`src/rtl/irq_pending_dispatch.sv`:
```
// ----------------------------------------------------------------------------
// irq_pending_dispatch
//
// Collects 2**SIZE interrupt request lines into a pending register using
// rising-edge capture. The masked pending vector goes out to an external
// priority encoder. The encoder's index/valid comes back in, and the block
// offers one grant at a time on a valid/ready handshake. The granted pending
// bit is cleared when the consumer accepts.
//
// Ports
//   clk_i          in   1       clock, all state on rising edge
//   rst_i          in   1       asynchronous active-high reset
//   req_i          in   N       raw request lines, rising edge = new event
//   mask_i         in   N       1 = line masked (stays pending, not offered)
//   enc_in_o       out  N       pending & ~mask_i, to the encoder input
//   enc_idx_i      in   SIZE    encoder index (ignored while enc_valid_i=0)
//   enc_valid_i    in   1       encoder valid
//   grant_valid_o  out  1       grant offered
//   grant_idx_o    out  SIZE    index of the offered line
//   grant_ready_i  in   1       consumer accepts the grant
//   pend_cnt_o     out  SIZE+1  popcount of the pending register
//   ovf_o          out  1       sticky: event lost on an already-pending line
//   ovf_clr_i      in   1       clears ovf_o (a new overflow wins)
// ----------------------------------------------------------------------------
module irq_pending_dispatch #(
    parameter int SIZE = 5,
    localparam int N = 2 ** SIZE
) (
    input  logic            clk_i,
    input  logic            rst_i,
    input  logic [N-1:0]    req_i,
    input  logic [N-1:0]    mask_i,
    output logic [N-1:0]    enc_in_o,
    input  logic [SIZE-1:0] enc_idx_i,
    input  logic            enc_valid_i,
    output logic            grant_valid_o,
    output logic [SIZE-1:0] grant_idx_o,
    input  logic            grant_ready_i,
    output logic [SIZE:0]   pend_cnt_o,
    output logic            ovf_o,
    input  logic            ovf_clr_i
);

    typedef enum logic {IDLE, OFFER} state_t;

    state_t          state_q, state_d;
    logic [N-1:0]    req_q;
    logic [N-1:0]    pend_q, pend_d;
    logic [SIZE-1:0] idx_q, idx_d;
    logic [SIZE:0]   cnt_q, cnt_d;
    logic            ovf_q, ovf_d;

    logic [N-1:0]    rise;
    logic [N-1:0]    clr;

    function automatic logic [SIZE:0] popcount(input logic [N-1:0] v);
        logic [SIZE:0] c;
        c = '0;
        for (int i = 0; i < N; i++) begin
            c = c + {{SIZE{1'b0}}, v[i]};
        end
        return c;
    endfunction

    assign grant_valid_o = (state_q == OFFER);
    assign grant_idx_o   = idx_q;
    assign pend_cnt_o    = cnt_q;
    assign ovf_o         = ovf_q;
    assign enc_in_o      = pend_q & ~mask_i;

    assign rise = req_i & ~req_q;

    // Pending / overflow next state. A rise on the bit being cleared in the
    // same cycle re-arms it and is not counted as an overflow.
    always_comb begin
        clr = '0;
        if (grant_valid_o && grant_ready_i) begin
            clr[idx_q] = 1'b1;
        end
        pend_d = rise | (pend_q & ~clr);
        cnt_d  = popcount(pend_d);
        if (|(rise & pend_q & ~clr)) begin
            ovf_d = 1'b1;
        end else if (ovf_clr_i) begin
            ovf_d = 1'b0;
        end else begin
            ovf_d = ovf_q;
        end
    end

    // Grant FSM. Returning to IDLE after every accept gives the encoder one
    // cycle to see the cleared bit before the next index is captured.
    always_comb begin
        state_d = state_q;
        idx_d   = idx_q;
        unique case (state_q)
            IDLE: begin
                if (enc_valid_i) begin
                    idx_d   = enc_idx_i;
                    state_d = OFFER;
                end
            end
            OFFER: begin
                if (grant_ready_i) begin
                    state_d = IDLE;
                end
            end
            default: state_d = IDLE;
        endcase
    end

    always_ff @(posedge clk_i or posedge rst_i) begin
        if (rst_i) begin
            state_q <= IDLE;
            req_q   <= '0;
            pend_q  <= '0;
            idx_q   <= '0;
            cnt_q   <= '0;
            ovf_q   <= 1'b0;
        end else begin
            state_q <= state_d;
            req_q   <= req_i;
            pend_q  <= pend_d;
            idx_q   <= idx_d;
            cnt_q   <= cnt_d;
            ovf_q   <= ovf_d;
        end
    end

endmodule

```
`config.mk`:
```
export PLATFORM = sky130hd
export DESIGN_NAME = irq_pending_dispatch
export DESIGN_NICKNAME = d
export VERILOG_FILES = /design/src/rtl/irq_pending_dispatch.sv
export SDC_FILE = /design/constraint.sdc
export NUM_CORES = 1
export LEC_CHECK = 0
export CORE_MARGIN = 4
export CORE_UTILIZATION = 51
export DETAILED_ROUTE_END_ITERATION = 8
export PLACE_DENSITY_LB_ADDON = 0.25
export SLEW_MARGIN = 30
export SYNTH_ARGS = -nofsm -noshare
export SYNTH_HDL_FRONTEND = slang
export SYNTH_SLANG_ARGS = --single-unit
```
`constraint.sdc`:
```
create_clock -name clk_i -period 11.95 [get_ports clk_i]
set_input_delay 1.195 -clock clk_i [delete_from_list [all_inputs] [get_ports clk_i]]
set_output_delay 1.195 -clock clk_i [all_outputs]
set_load 0.1 [all_outputs]
```
Word level (Yosys, flattened, before mapping)
Index checks and enable logic that the tools add are counted.
{"block": "op_classes", "n_addsub": 31, "order_cmp": 2, "mux": 8, "bitwise_logic": 10, "reduce_logical": 5}
{"operator": "AND 32 bit", "n": 5}
{"operator": "adder 6 x 1 -> 6 bit", "n": 26}
{"operator": "inverter 32 bit", "n": 3}
{"operator": "2-to-1 mux 32 bit", "n": 1}
{"operator": "OR 32 bit", "n": 1}
{"operator": "OR reduction 32 bit", "n": 1}
{"operator": "adder 5 x 1 -> 6 bit", "n": 1}
{"operator": "less-than comparator 5 x 6 -> 1 bit, second input constant", "n": 1}
{"operator": "adder 4 x 1 -> 5 bit", "n": 1}
{"operator": "demux 1 bit (select 5 bit)", "n": 1}
{"operator": ">= comparator 5 x 1 -> 1 bit, second input constant", "n": 1}
{"operator": "2-to-1 mux 1 bit", "n": 5}
{"operator": "adder 3 x 1 -> 4 bit", "n": 1}
{"operator": "adder 2 x 1 -> 3 bit", "n": 1}
{"operator": "adder 1 x 1 -> 2 bit", "n": 1}
{"operator": "logical AND 1 bit", "n": 2}
{"operator": "case mux 1 bit (2 select lines)", "n": 1}
{"operator": "AND reduction 2 bit", "n": 1}
{"operator": "nonzero test 2 bit", "n": 1}
{"operator": "inverter 1 bit", "n": 1}
{"block": "word_totals", "reg_bits": 77}

Depth between registers and ports, before layout
Gate-level depths: netlist of the first run.
{"block": "depth", "ltp_word": 39, "ltp_mapped": 19}

Worst setup path before layout of the first run
OpenSTA, ideal clock, no wires.
{"block": "synth_path", "path_type": "input port to flip-flop", "from": "input grant_ready_i", "to": "register cnt_q[4], in the netlist pend_cnt_o[4]", "setup_time_ns": 0.080, "arrival_time_ns": 6.101, "required_ns": 11.870, "setup_slack_ns": 5.769, "path_stages": 17, "path_buffers": 1, "cell_sequence": "nand4_1 -> clkbuf_1 -> o21a_1 -> or2_2 -> inv_1 -> fa_1 -> fa_1 -> fa_1 -> fa_1 -> fa_1 -> fa_1 -> inv_1 -> ha_1 -> fa_1 -> a21o_1 -> a21oi_1 -> xnor2_1"}
{"element": "start: declaration", "line_no": "38", "text": "input logic grant_ready_i,"}
{"element": "logical AND 1 bit", "line_no": "77", "text": "if (grant_valid_o && grant_ready_i) begin"}
{"element": "2-to-1 mux 32 bit", "line_no": "77"}
{"element": "inverter 32 bit", "line_no": "80", "text": "pend_d = rise | (pend_q & ~clr);"}
{"element": "AND 32 bit", "line_no": "80"}
{"element": "OR 32 bit", "line_no": "80"}
{"element": "named net pend_d[7]", "line_no": "48", "text": "logic [N-1:0] pend_q, pend_d;"}
{"element": "adder 6 x 1 -> 6 bit (25 in series)", "line_no": "60", "text": "c = c + {{SIZE{1'b0}}, v[i]};"}
{"element": "named net cnt_d[4]", "line_no": "50", "text": "logic [SIZE:0] cnt_q, cnt_d;"}
{"element": "end signal: assignment", "line_no": "125", "text": "cnt_q <= cnt_d;"}
{"element": "end: declaration", "line_no": "50"}
The timed path passes the listed nets, and every way through them passes these cells.
A chain may end at the register's enable or synchronous reset.

Worst setup path after layout of the first run
{"block": "layout_path", "from": "input grant_ready_i", "to": "register cnt_q[4], in the netlist pend_cnt_o[4]"}
{"block": "layout_between", "elab_chain_cells": 36}
{"element": "logical AND 1 bit (*)", "line_no": "77"}
{"element": "2-to-1 mux 32 bit (*)", "line_no": "77"}
{"element": "inverter 32 bit (*)", "line_no": "80"}
{"element": "AND 32 bit (*)", "line_no": "80"}
{"element": "OR 32 bit (*)", "line_no": "80"}
{"element": "adder 1 x 1 -> 2 bit", "line_no": "60"}
{"element": "adder 2 x 1 -> 3 bit", "line_no": "60"}
{"element": "adder 3 x 1 -> 4 bit", "line_no": "60"}
{"element": "adder 4 x 1 -> 5 bit", "line_no": "60"}
{"element": "adder 5 x 1 -> 6 bit", "line_no": "60"}
{"element": "adder 6 x 1 -> 6 bit (25 in series)", "line_no": "60"}
{"element": "adder 6 x 1 -> 6 bit (*)", "line_no": "60"}
{"element": "named net cnt_d[4]", "line_no": "50"}
Mark *: on every way through the listed nets, which the timed path passes. The rest lies on a longest branch.

==> results of run 1 <==
[metrics by stage]
| step | std cells | hold WS [ns] | instance area, um2 | util | setup slack (ns) |
|---|---|---|---|---|---|
| 6_report | 595 | 0.4981 | 5497 | 0.7419 | 4.679 |
| 3_5_place_dp | 579 | 0.4861 | 5269 | 0.7112 | 4.591 |
| 2_1_floorplan | 366 | 0.4666 | 3975 | - | 5.769 |
| 4_1_cts | 595 | 0.5013 | 5493 | 0.7414 | 4.704 |
| 5_1_grt | 595 | 0.5393 | 5497 | 0.7419 | 4.486 |
| 3_3_place_gp | 579 | 0.4847 | 5269 | 0.7112 | 4.786 |
[routing by layer]
metal / track usage / wire (um)
met1: 0.2914 / 4027
met4: 0.1090 / 295
met2: 0.4048 / 5231
met5: 0 / 0
met3: 0.04926 / 840
[logic make-up after synthesis]
group | Yosys count | synth area share
and+or+nand+nor | 107 | 0.1675
buffers and inverters | 74 | 0.06988
adders and majority gates | 31 | 0.1429
xor gates and xnor gates | 3 | 0.006611
DFF | 77 | 0.4847
AOI/OAI and AO/OA | 69 | 0.1143
muxes | 5 | 0.01416
[area by class of cell]
class                           count  area, um2  share of cell area
Clock inverter                      6      86.33             0.01571
Sequential cell                    77       1927              0.3506
Clock buffer                       10      137.6             0.02504
Inverter                           69      259.0             0.04712
Tap cell                           99      123.9             0.02254
Multi-Input combinational cell    215       1770              0.3221
Timing Repair Buffer              119       1192              0.2169
[registers in the layout (all words and copies together) (netlist names)]
| register | count |
|---|---|
| pend_q | 32 |
| req_q | 32 |
| pend_cnt_o | 6 |
| grant_idx_o | 5 |
| grant_valid_o | 1 |
| ovf_o | 1 |
[cell usage after synthesis, types with 5 or more instances]
| cell | n | area share |
|---|---|---|
| ha_1 | 7 | 0.022 |
| or2_2 | 11 | 0.017 |
| nand2b_1 | 11 | 0.017 |
| nand2_1 | 6 | 0.0057 |
| inv_1 | 69 | 0.065 |
| nor2b_1 | 53 | 0.083 |
| o21ai_0 | 25 | 0.031 |
| dfrtp_1 | 77 | 0.48 |
| clkbuf_1 | 5 | 0.0047 |
| nor3_1 | 5 | 0.0063 |
| o2111ai_1 | 7 | 0.015 |
| a21o_1 | 9 | 0.017 |
| mux2_2 | 5 | 0.014 |
| o21a_1 | 5 | 0.0094 |
| o211ai_1 | 13 | 0.025 |
| fa_1 | 24 | 0.12 |
| a21oi_1 | 5 | 0.0063 |
[power by group]
part	internal [mW]	total, mW	switching [mW]
Combinational	0.181	0.512	0.331
Sequential	0.293	0.312	0.0184
Clock	0.123	0.223	0.101
[worst reg2reg max path: stages (launching register included)]
cell and delay [ns]:
dfrtp_1 0.44, nand4bb_1 0.66, o21ai_0 0.48, a21boi_0 0.42
fa_1 0.52, fa_1 0.55, fa_1 0.60, fa_1 0.46
fa_1 0.53, fa_1 0.52, inv_1 0.04, ha_1 0.20
fa_1 0.42, a21o_1 0.20, a21oi_1 0.16, xnor2_1 0.13
[path summary, 6_finish.rpt]
| kind | to | start | slack (ns) |
|---|---|---|---|
| worst max-delay path | pend_cnt_o[4]$_DFF_PP0_ | grant_ready_i | 4.68 |
| worst min register to register | pend_q[24]$_DFF_PP0_ | req_q[24]$_DFF_PP0_ | 0.50 |
| worst max register to register | pend_cnt_o[4]$_DFF_PP0_ | grant_idx_o[0]$_DFFE_PP0P_ | 5.55 |
| worst min-delay path | pend_q[24]$_DFF_PP0_ | req_q[24]$_DFF_PP0_ | 0.50 |
| min in group asynchronous | req_q[17]$_DFF_PP0_ | rst_i | 1.33 |
| max in group asynchronous | req_q[12]$_DFF_PP0_ | rst_i | 10.15 |
==> impl_metrics.json, run 1 <==
{
  "fin_setup_tns_ns": 0,
  "first_pass_iters": 4,
  "finalCriticalPeriod_ns": 7.271,
  "wl_per_cell_um": 17.47,
  "maxCapViolations": 0,
  "syn_area_um2": 3975,
  "synth_edf_count": 0,
  "gp_routability_congestion": 0.8984,
  "die_height_um": 96.29,
  "finalHoldViolations": 0,
  "nets": 596,
  "vias_per_cell": 5.271,
  "slew_viol_final": 0,
  "mostFrequentLayoutCells": "118 x clkdlybuf4s50_1, 77 x dfrtp_1, 68 x inv_1",
  "p_per_area_nw_per_um2": 190.5,
  "drtIter0Drc": 198,
  "grt_pass1_wl_um": 16280,
  "synth.ff_latch_count": 77,
  "htreeDepth": 3,
  "final_common_cell": "clkdlybuf4s50_1",
  "rsz0062_at_grt": "no",
  "hold_buffers": 0,
  "clock_latency_ns": 0.36,
  "cts_buffers": 9,
  "ioPinCount": 119,
  "antenna_cells": 0,
  "layout-drive-gt1-share": 0.07056,
  "fill_cells": 509,
  "cp_slowest_cell": "fa_1",
  "clock_path_buffers": 2,
  "synthToLayoutAreaGrowth_pct": 38.28,
  "holdPathStages": 1,
  "vias": 3136,
  "cp_num_buf_inv": 2,
  "cp-start-kind": "input pin",
  "syn_avg_cell_area_um2": 10.86,
  "endpoint_kind": "register",
  "cts_tree": "done",
  "cts_root_buffer": "clkbuf_8",
  "cts_setup_buffers": 0,
  "cp_top_family": "adder cells",
  "min_period_over_period": 0.6084,
  "relSlewSlack": 0.3472,
  "grt_max_degree": 78,
  "cts_sinks": 77,
  "syn-instance-count": 366,
  "status": "completed",
  "row_count": 31,
  "fmax_mhz": 137.5,
  "place_hpwl_um": 7970,
  "grt_overflow": 0,
  "async_flop_share": 1.000,
  "ir_drop_uv": 127.7,
  "worstMarginPinSlew_ns": 0.9761,
  "dieArea_um2": 9271,
  "setup_viol_count_final": 0,
  "finalPower_mw": 1.047,
  "critical_path.max_stage_delay_ns": 0.60,
  "ys.flop_type": "dfrtp_1",
  "ys_warn_count": 0,
  "grt_usage": 0.2385,
  "grt_pass1_vias": 3365,
  "drc_errors": 0,
  "yosysSeqAreaShare": 0.4847,
  "core_area_um2": 7408,
  "path_clk_slew_ns": 0.08,
  "crit_cells": 16,
  "die_w_um": 96.29,
  "crit_top_cell": "fa_1",
  "crit_type": "in -> reg",
  "totalWireLength_um": 10400,
  "skew_ns": 0.007461,
  "start_util": 0.5366,
  "ant_nets": 0,
  "synth.net_count": 471,
  "portBuffers": 118,
  "hp-class": "reg -> reg",
  "cp_max_fo": 13,
  "crit_chain": "clkdlybuf4s50_1, nand4bb_1, o21ai_0, a21boi_0, fa_1, fa_1, fa_1, fa_1, fa_1, fa_1, inv_1, ha_1, fa_1, a21o_1, a21oi_1, xnor2_1",
  "r2r_cells": 15,
  "arrival_ns": 7.56,
  "grt_antenna_before_repair": 0,
  "cp.required_ns": 12.24,
  "leakagePower_nw": 2.374,
  "yosysUniqueCellTypes": 36,
  "post_cts_resized": 0
}
Power figures use the tool's default switching activity.
==> run 2, diff against run 1 <==
--- a/config.mk
+++ b/config.mk
@@ -6,7 +6,7 @@
 export NUM_CORES = 1
 export LEC_CHECK = 0
 export CORE_MARGIN = 4
-export CORE_UTILIZATION = 51
+export CORE_UTILIZATION = 43
 export DETAILED_ROUTE_END_ITERATION = 8
 export PLACE_DENSITY_LB_ADDON = 0.25
 export SLEW_MARGIN = 30
==> constraint.sdc (replaced) <==
create_clock -name clk_i -period 6.05 [get_ports clk_i]
set_input_delay 0.605 -clock clk_i [delete_from_list [all_inputs] [get_ports clk_i]]
set_output_delay 0.605 -clock clk_i [all_outputs]
set_load 0.1 [all_outputs]
==> impl_metrics.json, run 2 (synthesis results as in run 1) <==
{
  "grt_usage": 0.2054,
  "core_area_um2": 8848,
  "cp-start-kind": "register",
  "setup_viol_count_final": 0,
  "crit_chain": "or3b_1, o21a_1, or2_2, inv_1, fa_1, fa_1, fa_1, fa_1, fa_1, fa_1, inv_1, ha_1, fa_1, a21o_1, a21oi_1, xnor2_1",
  "synthToLayoutAreaGrowth_pct": 41.64,
  "path_clk_slew_ns": 0.08,
  "status": "completed",
  "maxCapViolations": 0,
  "p_per_area_nw_per_um2": 370.7,
  "drc_errors": 0,
  "leakagePower_nw": 2.434,
  "htreeDepth": 3,
  "crit_top_cell": "fa_1",
  "totalWireLength_um": 10740,
  "arrival_ns": 6.13,
  "cp_num_buf_inv": 2,
  "drtIter0Drc": 127,
  "cp_max_fo": 10,
  "gp_routability_congestion": 0.9009,
  "crit_type": "reg -> reg",
  "wl_per_cell_um": 17.26,
  "fmax_mhz": 170.6,
  "dieArea_um2": 10850,
  "finalCriticalPeriod_ns": 5.860,
  "final_common_cell": "clkdlybuf4s50_1",
  "nets": 614,
  "critical_path.max_stage_delay_ns": 0.57,
  "grt_pass1_vias": 3379,
  "cts_tree": "done",
  "hp-class": "reg -> reg",
  "place_hpwl_um": 8360,
  "portBuffers": 118,
  "worstMarginPinSlew_ns": 0.9919,
  "row_count": 34,
  "finalPower_mw": 2.087,
  "finalHoldViolations": 0,
  "vias": 3149,
  "grt_antenna_before_repair": 0,
  "mostFrequentLayoutCells": "118 x clkdlybuf4s50_1, 72 x dfrtp_1, 68 x inv_1",
  "grt_max_degree": 78,
  "cts_sinks": 77,
  "slew_viol_final": 0,
  "die_w_um": 104.1,
  "cts_buffers": 9,
  "rsz0062_at_grt": "no",
  "place_area_um2": 5414,
  "ir_drop_uv": 242.2,
  "first_pass_iters": 4,
  "cp.required_ns": 6.32,
  "vias_per_cell": 5.063,
  "die_height_um": 104.1,
  "min_period_over_period": 0.9686,
  "clock_latency_ns": 0.35,
  "ioPinCount": 119,
  "cts_root_buffer": "clkbuf_8",
  "grt_overflow": 0,
  "cp_slowest_cell": "fa_1",
  "ant_nets": 0,
  "postLayoutCellArea_um2": 5630,
  "cp_top_family": "adder cells",
  "antenna_cells": 0,
  "skew_ns": 0.006497,
  "start_util": 0.4492,
  "clock_path_buffers": 2,
  "relSlewSlack": 0.3367,
  "layout-drive-gt1-share": 0.1148,
  "endpoint_kind": "register",
  "grt_pass1_wl_um": 17360
}
-- run 2: cell count changes in the layout (fill, tap and decap cells not counted) --
| cell | before | now |
|---|---|---|
| buf_4 | 0 | 18 |
| dfrtp_1 | 77 | 72 |
| dfrtp_2 | 0 | 5 |
| clkinvlp_4 | 1 | 3 |
| o21ai_0 | 25 | 23 |
| o21ai_1 | 0 | 2 |
| bufinv_16 | 2 | 1 |
| clkinv_4 | 1 | 0 |
| or3_1 | 1 | 0 |
| or3_4 | 0 | 1 |
-- run 2: worst reg2reg max path, stage by stage, from the launching register on --
cell and delay (ns):
dfrtp_1 0.49, or3b_1 0.55, o21a_1 0.23, or2_2 0.30, inv_1 0.08, fa_1 0.43, fa_1 0.47, fa_1 0.57
fa_1 0.46, fa_1 0.51, fa_1 0.52, inv_1 0.04, ha_1 0.21, fa_1 0.41, a21o_1 0.19, a21oi_1 0.16
xnor2_1 0.14
-- run 2: final timing paths --
check,startpoint,endpoint,slack [ns],depth (start not counted)
min in group asynchronous,rst_i,req_q[8]$_DFF_PP0_,0.77,3
worst min register to register,req_q[24]$_DFF_PP0_,pend_q[24]$_DFF_PP0_,0.54,1
worst min-delay path,req_q[24]$_DFF_PP0_,pend_q[24]$_DFF_PP0_,0.54,1
max in group asynchronous,rst_i,grant_idx_o[2]$_DFFE_PP0P_,4.80,3
worst max-delay path,grant_idx_o[3]$_DFFE_PP0P_,pend_cnt_o[4]$_DFF_PP0_,0.19,16
worst max register to register,grant_idx_o[3]$_DFFE_PP0P_,pend_cnt_o[4]$_DFF_PP0_,0.19,16
-- run 2: report_power, final --
group          leakage [nW]  total (mW)  internal, mW  switching (mW)
clock network        0.0943       0.394         0.200           0.194
registers             0.806       0.617         0.580          0.0361
logic                  1.53        1.08         0.405           0.671
-- run 2: repair_timing --
action,CTS,global route
hold buffers,0,0
endpoints found under the setup margin,0,3
buffers inserted,0,1
endpoints found under the hold margin,0,0
resized for setup,0,3
-- run 2: cell type report --
cell class	instances	area, um2
clock buffers	10	137.6
clock inverters	6	62.56
fillers	720	3218
inverters	69	259.0
multi-input cells	215	1775
flip-flops and latches	77	1933
well taps	108	135.1
repair buffers	137	1328
-- run 2: through the flow --
step | setup slack (ns) | utilization | cells | hold slack [ns] | TNS (ns)
finish | 0.1898 | 0.6363 | 622 | 0.5363 | 0
global route | 0.03112 | 0.6363 | 622 | 0.5580 | 0
CTS | 0.1541 | 0.6345 | 621 | 0.5160 | 0
detailed placement | -0.1939 | 0.6119 | 605 | 0.5027 | -0.2733
global placement | -0.06527 | 0.6119 | 605 | 0.4914 | -0.06527
floorplan | 0.05547 | - | 366 | 0.4666 | 0
-- run 2: layer usage --
layer / routed length (um) / track usage / share of wire
met1: 4448 / 0.2600 / 0.41
met2: 5436 / 0.3431 / 0.51
met3: 692 / 0.06083 / 0.064
met4: 161 / 0.05888 / 0.015
met5: 0 / 0 / 0
